[src/rtl/rapid_pkg.sv]
// Shared RAPID-X front-end types: machine width, fetch FSM states and buffered fetch entries.
package rapid_pkg;
  localparam int XLEN        = 32;
  localparam int INSTR_BYTES = 4;

  typedef enum logic [1:0] {
    IDLE = 2'd0,
    RUN  = 2'd1,
    HALT = 2'd2
  } fetch_state_t;

  typedef struct packed {
    logic [XLEN-1:0] pc;
    logic [XLEN-1:0] instr;
    logic            fault;
  } fetch_entry_t;
endpackage

[src/rtl/fetch_fifo.sv]
// Small synchronous FIFO (power-of-2 depth) with flush; head is visible combinationally.
// Push while full is accepted only together with a pop; flush wins over push and pop.
module fetch_fifo #(
  parameter type T     = logic [31:0],
  parameter int  DEPTH = 2
) (
  input  logic                   clk_i,
  input  logic                   rst_ni,
  input  logic                   push_i,
  input  T                       data_i,
  input  logic                   pop_i,
  input  logic                   flush_i,
  output T                       head_o,
  output logic [$clog2(DEPTH):0] count_o,
  output logic                   full_o,
  output logic                   empty_o
);
  localparam int AW = $clog2(DEPTH);

  T               mem_q [DEPTH];
  logic [AW-1:0]  wr_q, rd_q;
  logic [AW:0]    cnt_q;
  logic           do_push, do_pop;

  assign empty_o = (cnt_q == '0);
  assign full_o  = (cnt_q == (AW+1)'(DEPTH));
  assign count_o = cnt_q;
  assign head_o  = mem_q[rd_q];
  assign do_pop  = pop_i && !empty_o;
  assign do_push = push_i && (!full_o || do_pop);

  always_ff @(posedge clk_i or negedge rst_ni) begin
    if (!rst_ni) begin
      for (int i = 0; i < DEPTH; i++) mem_q[i] <= '0;
      wr_q  <= '0;
      rd_q  <= '0;
      cnt_q <= '0;
    end else if (flush_i) begin
      wr_q  <= '0;
      rd_q  <= '0;
      cnt_q <= '0;
    end else begin
      if (do_push) begin
        mem_q[wr_q] <= data_i;
        wr_q        <= wr_q + AW'(1);
      end
      if (do_pop) rd_q <= rd_q + AW'(1);
      cnt_q <= cnt_q + (AW+1)'(do_push) - (AW+1)'(do_pop);
    end
  end
endmodule

[src/rtl/fetch_stage.sv]
// RAPID-X fetch stage: sequential PC, credit-limited imem requests, in-order response buffer, redirect flush.
// Optional RAPID_FETCH_PERF_EN adds saturating decoder-pop and decoder-stall counters.
module fetch_stage
  import rapid_pkg::*;
#(
  parameter logic [XLEN-1:0] RESET_PC   = 32'h0000_0000,
  parameter int              FIFO_DEPTH = 2
) (
  input  logic            i_clk,
  input  logic            i_reset,
  input  logic            i_redirect,
  input  logic [XLEN-1:0] i_redirect_pc,
  output logic            o_imem_req_valid,
  input  logic            i_imem_req_ready,
  output logic [XLEN-1:0] o_imem_addr,
  input  logic            i_imem_resp_valid,
  input  logic [XLEN-1:0] i_imem_resp_data,
  input  logic            i_imem_resp_err,
  output logic            o_valid,
  input  logic            i_ready,
  output logic [XLEN-1:0] o_pc,
  output logic [XLEN-1:0] o_instruction,
  output logic            o_fault
`ifdef RAPID_FETCH_PERF_EN
  ,
  output logic [31:0]     o_perf_fetched,
  output logic [31:0]     o_perf_stall
`endif
);
  localparam int             CW      = $clog2(FIFO_DEPTH) + 1;
  localparam logic [CW:0]    DEPTH_C = (CW+1)'(FIFO_DEPTH);

  fetch_state_t    state_q, state_d;
  logic [XLEN-1:0] fetch_pc_q, fetch_pc_d;
  logic [CW-1:0]   discard_q, discard_d;
  logic [CW-1:0]   buf_count, pcq_count;
  logic            buf_full, buf_empty, pcq_full, pcq_empty;
  fetch_entry_t    buf_head, buf_in;
  logic [XLEN-1:0] pcq_head;
  logic [CW:0]     outstanding;
  logic            req_fire, resp_keep, pop_fire;
  logic            unused_flags;

  // Stale requests still owed a response count as outstanding so the PC queue never overflows.
  assign outstanding      = {1'b0, pcq_count} + {1'b0, discard_q};
  assign o_imem_req_valid = (state_q == RUN) && ((outstanding + {1'b0, buf_count}) < DEPTH_C);
  assign o_imem_addr      = fetch_pc_q;
  assign req_fire         = o_imem_req_valid && i_imem_req_ready;
  assign resp_keep        = i_imem_resp_valid && !i_redirect && (discard_q == '0);
  assign pop_fire         = o_valid && i_ready;
  assign buf_in           = '{pc: pcq_head, instr: i_imem_resp_data, fault: i_imem_resp_err};
  assign unused_flags     = ^{buf_full, pcq_full, pcq_empty};

  fetch_fifo #(.T(logic [XLEN-1:0]), .DEPTH(FIFO_DEPTH)) u_pc_queue (
    .clk_i(i_clk), .rst_ni(i_reset),
    .push_i(req_fire && !i_redirect), .data_i(fetch_pc_q),
    .pop_i(resp_keep), .flush_i(i_redirect),
    .head_o(pcq_head), .count_o(pcq_count), .full_o(pcq_full), .empty_o(pcq_empty)
  );

  fetch_fifo #(.T(fetch_entry_t), .DEPTH(FIFO_DEPTH)) u_entry_buf (
    .clk_i(i_clk), .rst_ni(i_reset),
    .push_i(resp_keep), .data_i(buf_in),
    .pop_i(pop_fire), .flush_i(i_redirect),
    .head_o(buf_head), .count_o(buf_count), .full_o(buf_full), .empty_o(buf_empty)
  );

  assign o_valid       = !buf_empty;
  assign o_pc          = buf_head.pc;
  assign o_instruction = buf_head.instr;
  assign o_fault       = buf_head.fault;

  always_comb begin
    state_d    = state_q;
    fetch_pc_d = fetch_pc_q;
    discard_d  = discard_q;
    if (i_redirect) begin
      state_d    = RUN;
      fetch_pc_d = i_redirect_pc;
      discard_d  = CW'(outstanding + (CW+1)'(req_fire) - (CW+1)'(i_imem_resp_valid));
    end else begin
      case (state_q)
        IDLE:    state_d = RUN;
        RUN:     if (resp_keep && i_imem_resp_err) state_d = HALT;
        default: state_d = state_q;
      endcase
      if (req_fire) fetch_pc_d = fetch_pc_q + XLEN'(INSTR_BYTES);
      if (i_imem_resp_valid && (discard_q != '0)) discard_d = discard_q - CW'(1);
    end
  end

  always_ff @(posedge i_clk or negedge i_reset) begin
    if (!i_reset) begin
      state_q    <= IDLE;
      fetch_pc_q <= RESET_PC;
      discard_q  <= '0;
    end else begin
      state_q    <= state_d;
      fetch_pc_q <= fetch_pc_d;
      discard_q  <= discard_d;
    end
  end

`ifdef RAPID_FETCH_PERF_EN
  logic [31:0] perf_fetched_q, perf_stall_q;

  always_ff @(posedge i_clk or negedge i_reset) begin
    if (!i_reset) begin
      perf_fetched_q <= '0;
      perf_stall_q   <= '0;
    end else begin
      if (pop_fire && (perf_fetched_q != '1)) perf_fetched_q <= perf_fetched_q + 32'd1;
      if (o_valid && !i_ready && (perf_stall_q != '1)) perf_stall_q <= perf_stall_q + 32'd1;
    end
  end

  assign o_perf_fetched = perf_fetched_q;
  assign o_perf_stall   = perf_stall_q;
`endif
endmodule

[config.mk]
export PLATFORM = sky130hd
export DESIGN_NAME = fetch_stage
export DESIGN_NICKNAME = d
export VERILOG_FILES = /design/src/rtl/rapid_pkg.sv /design/src/rtl/fetch_fifo.sv /design/src/rtl/fetch_stage.sv
export SDC_FILE = /design/constraint.sdc
export NUM_CORES = 1
export LEC_CHECK = 0
export BUFFER_PORTS_ARGS = -buffer_cell sky130_fd_sc_hd__buf_2
export CAP_MARGIN = 20
export CORE_ASPECT_RATIO = 0.75
export CORE_MARGIN = 2
export CORE_UTILIZATION = 40
export CTS_BUF_LIST = sky130_fd_sc_hd__clkbuf_8
export CTS_CLUSTER_DIAMETER = 50
export DETAILED_ROUTE_END_ITERATION = 10
export SLEW_MARGIN = 20
export SYNTH_ARGS = -nofsm -noshare
export SYNTH_HDL_FRONTEND = slang
export SYNTH_SLANG_ARGS = --single-unit
export TNS_END_PERCENT = 20
[constraint.sdc]
create_clock -name i_clk -period 4.3 [get_ports i_clk]
set_input_delay 0.86 -clock i_clk [delete_from_list [all_inputs] [get_ports i_clk]]
set_output_delay 0.86 -clock i_clk [all_outputs]
set_load 0.03 [all_outputs]
==> impl_metrics.prom <==
# TYPE chip_impl_metric gauge
chip_impl_info{name="setup.worst_path.end",value="o_imem_req_valid"} 1
chip_impl_metric{name="crit_arrival",unit="ps"} 2830
chip_impl_metric{name="max_slew.worst_pin.slew",unit="ps"} 1050
chip_impl_metric{name="htreeDepth",unit=""} 2
chip_impl_info{name="crit_path_start",value="u_pc_queue.count_o[0]"} 1
chip_impl_metric{name="netlist_area",unit="µm²"} 10800
chip_impl_metric{name="timing.final.crit_period",unit="ps"} 3690
chip_impl_metric{name="starting_drc_count_in_detailed_routing",unit=""} 408
chip_impl_metric{name="hpwl",unit="mm"} 16.9
chip_impl_metric{name="critPathRequiredTime",unit="ps"} 3440
chip_impl_metric{name="die_outline_area",unit="µm²"} 28200
chip_impl_metric{name="min_period_over_period",unit="%"} 85.7
chip_impl_metric{name="number_of_nets_produced_by_synthesis",unit=""} 946
chip_impl_metric{name="path_clk_slew",unit="ps"} 60
chip_impl_metric{name="avgSynthCellArea",unit="µm²"} 12.4
chip_impl_metric{name="tritoncts.num_buffers",unit=""} 38
chip_impl_metric{name="share_of_yosys_cell_area_claimed_by_the_top_area_cell_type",unit="%"} 55.4
chip_impl_metric{name="cts_setup_buffers",unit=""} 0
chip_impl_info{name="run_status",value="finished, final reports clean"} 1
chip_impl_metric{name="fin_util",unit="%"} 48.6
chip_impl_metric{name="syn2layout_area_growth",unit="%"} 18.4
chip_impl_metric{name="drive_gt1_share",unit="%"} 38.1
chip_impl_metric{name="die_x",unit="µm"} 193
chip_impl_metric{name="vias",unit=""} 7049
chip_impl_metric{name="ys_ff_latch",unit=""} 238
chip_impl_metric{name="slew_violations",unit=""} 0
chip_impl_metric{name="cts_resized",unit=""} 0
chip_impl_metric{name="number_of_input_and_output_port_buffers_inserted",unit=""} 169
chip_impl_metric{name="cap_violations",unit=""} 0
chip_impl_metric{name="route.met2.wl",unit="mm"} 10.4
chip_impl_info{name="yosys-top-cells-area",value="sky130_fd_sc_hd__dfrtp_1 (55%), sky130_fd_sc_hd__mux2_2 (16%), sky130_fd_sc_hd__mux2_1 (4.5%), sky130_fd_sc_hd__mux2i_1 (3.2%), sky130_fd_sc_hd__nand2_1 (2.6%)"} 1
chip_impl_info{name="yosysTopAreaCell",value="sky130_fd_sc_hd__dfrtp_1"} 1
chip_impl_metric{name="fmax",unit="GHz"} 0.271
chip_impl_metric{name="clock_path_buffers",unit=""} 3
chip_impl_metric{name="die_height",unit="µm"} 146
chip_impl_info{name="synthFlopType",value="sky130_fd_sc_hd__dfrtp_1"} 1
chip_impl_metric{name="postSynthCellCount",unit=""} 864
chip_impl_metric{name="wirelength_met1",unit="mm"} 13.1
chip_impl_metric{name="core_region_area",unit="µm²"} 26200
chip_impl_info{name="worstReg2RegStart",value="u_pc_queue.count_o[0]"} 1
chip_impl_info{name="worstSetupStartpointType",value="flip-flop"} 1
chip_impl_metric{name="cts.hold.buffers_added",unit=""} 0
chip_impl_metric{name="setup_tns",unit="ps"} 0
chip_impl_metric{name="share_of_the_yosys_chip_area_belonging_to_registers",unit="%"} 55.4
chip_impl_metric{name="timing.critical_path.fanout_max",unit=""} 6
chip_impl_info{name="mostFrequentLayoutCells",value="sky130_fd_sc_hd__dfrtp_1 (236), sky130_fd_sc_hd__buf_2 (168), sky130_fd_sc_hd__mux2_2 (155), sky130_fd_sc_hd__nand2_1 (74), sky130_fd_sc_hd__o21ai_0 (55)"} 1
chip_impl_info{name="leading_cell_type_in_the_layout_fill_and_taps_excluded",value="sky130_fd_sc_hd__dfrtp_1"} 1
chip_impl_info{name="cts_root_buffer",value="sky130_fd_sc_hd__clkbuf_8"} 1
chip_impl_metric{name="fin_skew",unit="ps"} 25.3
chip_impl_metric{name="detailedRoute.firstPassIterationCount",unit=""} 4
chip_impl_metric{name="finalHoldViolations",unit=""} 0
chip_impl_metric{name="antenna_left",unit=""} 0
chip_impl_metric{name="timing.final.setup_violations",unit=""} 0
chip_impl_metric{name="row_count",unit=""} 51
chip_impl_metric{name="tritoncts_num_sinks",unit=""} 238
chip_impl_metric{name="synth_edf_count",unit=""} 0
chip_impl_metric{name="wl_met3",unit="mm"} 1.38
chip_impl_metric{name="ir_drop",unit="V"} 0.000350
chip_impl_info{name="grt_setup_unrepaired",value="no"} 1
chip_impl_metric{name="timing.slew.headroom",unit="%"} 29.7
chip_impl_metric{name="pin_count",unit=""} 170
chip_impl_info{name="r2r_end",value="u_pc_queue.mem_q[55]"} 1
chip_impl_metric{name="grt_antenna_before_repair",unit=""} 0
chip_impl_info{name="tritoncts_clock_tree",value="done"} 1
chip_impl_info{name="min_path_type",value="primary input to async pin"} 1
chip_impl_info{name="critPathCaptureType",value="primary output"} 1
chip_impl_metric{name="grt_pass1_wl",unit="mm"} 40.9
chip_impl_metric{name="gr-total-overflow",unit=""} 0
chip_impl_metric{name="initial_core_util",unit="%"} 41.1
chip_impl_metric{name="total_leakage_power",unit="nW"} 5.81
chip_impl_metric{name="synthDistinctLibCells",unit=""} 47
chip_impl_metric{name="finish.net_count",unit=""} 1115
chip_impl_metric{name="gpl.final_weighted_congestion",unit=""} 0.784
chip_impl_metric{name="synth-async-reset-ratio",unit="%"} 100
chip_impl_metric{name="grt_start_max_net_pins",unit=""} 111
chip_impl_metric{name="drt-wirelength-per-cell",unit="µm"} 18.0
chip_impl_metric{name="n_antenna_cell",unit=""} 0
chip_impl_metric{name="ff2ff_path_depth",unit=""} 10
chip_impl_metric{name="drc",unit=""} 0
chip_impl_metric{name="yosysWarningCount",unit=""} 0
chip_impl_metric{name="cellPowerDensity",unit="nW/µm²"} 727
chip_impl_info{name="critPathKind",value="flip-flop to primary output"} 1
chip_impl_info{name="maxUsedRoutingLayer",value="met4"} 1
chip_impl_metric{name="clk-insertion-delay-late",unit="ps"} 530
chip_impl_metric{name="avgViaCountPerCell",unit=""} 5.02
chip_impl_metric{name="total_track_usage",unit="%"} 18.0
chip_impl_metric{name="setup.reg_to_reg.worst_slack",unit="ps"} 730
chip_impl_metric{name="routed_wirelength",unit="mm"} 25.2
chip_impl_metric{name="via_count_of_the_first_global_routing_pass",unit=""} 7203
-- where the power goes --
part | total [mW] | switching (mW) | internal [mW]
Sequential | 3.65 | 0.525 | 3.12
Clock | 1.91 | 0.882 | 1.02
Combinational | 3.70 | 2.14 | 1.56
-- registers in the layout, indices dropped and copies added, names as in the netlist --
signal	flops
u_pc_queue.wr_q	1
u_entry_buf.wr_q	1
u_pc_queue.count_o	2
u_pc_queue.rd_q	1
state_q	2
u_entry_buf.count_o	2
o_imem_addr	32
u_pc_queue.mem_q	64
discard_q	2
u_entry_buf.mem_q	130
u_entry_buf.rd_q	1
-- stage by stage --
step / power (mW) / hold WS [ps] / setup WS (ps) / cells / cell area, µm²
after CTS: 9.38 / 408 / 561 / 1403 / 12700
after detailed placement: 7.42 / 464 / 740 / 1337 / 12000
after global placement: 7.34 / 455 / 835 / 1337 / 12000
after global routing: 9.88 / 430 / 460 / 1403 / 12700
after floorplan: 6.35 / 444 / 933 / 864 / 10800
final: 9.26 / 402 / 614 / 1403 / 12700
-- critical path, cell delays in order (launching register included) --
cell	delay (ps)
sky130_fd_sc_hd__dfrtp_1	400
sky130_fd_sc_hd__ha_1	200
sky130_fd_sc_hd__fa_1	500
sky130_fd_sc_hd__fa_1	460
sky130_fd_sc_hd__xor2_2	260
sky130_fd_sc_hd__nor3b_1	240
sky130_fd_sc_hd__buf_2	240
-- routing by layer --
metal	GRT usage [%]	up-vias
li1	-	3370
met1	27.9	3462
met2	25.3	179
met3	4.03	38
met4	4.43	0
met5	0	-
-- logic make-up after synthesis --
family                     count (synthesis)  share of synthesized area [%]
AOI/OAI and AO/OA                        102                           5.18
xor gates and xnor gates                  39                           3.25
buffers and inverters                     59                           2.44
and+or+nand+nor                          183                           8.42
DFF                                      238                           55.4
adders and majority gates                 11                           1.42
muxes                                    232                           23.9
-- area by class of cell --
type                    count  area [µm²]
fillers                  2437       13400
clock inverters            20         109
repair buffers            179        1010
multi-input cells         567        4560
inverters                   9        33.8
flip-flops and latches    238        5960
well taps                 344         430
clock buffers              46         633
-- cells in the mapped netlist (all sizes together), types with 2 or more instances --
library cell  number
xor2              21
mux2i             34
xnor2             18
a21oi             33
and2               3
fa                 2
nand2b             3
inv                9
clkbuf            31
nor2              46
buf               19
nand2             76
o31a               2
dfrtp            238
or4b               2
ha                 9
mux2             198
nor2b              6
nor4               6
and3               5
o21ai             61
nand4             13
nor3               6
nand3             11
-- worst min-delay path by stage --
stage | from | to | cells past startpoint
after global placement | u_entry_buf.mem_q[52] | u_entry_buf.mem_q[52] | 2
after floorplan | u_entry_buf.mem_q[34] | u_entry_buf.mem_q[34] | 2
after CTS | i_reset | u_entry_buf.mem_q[3] | 1
after global routing | i_reset | u_entry_buf.mem_q[15] | 1
final | i_reset | u_entry_buf.mem_q[80] | 1
after detailed placement | u_entry_buf.mem_q[36] | u_entry_buf.mem_q[36] | 2
No activity file was read; power rests on OpenSTA's default activity.
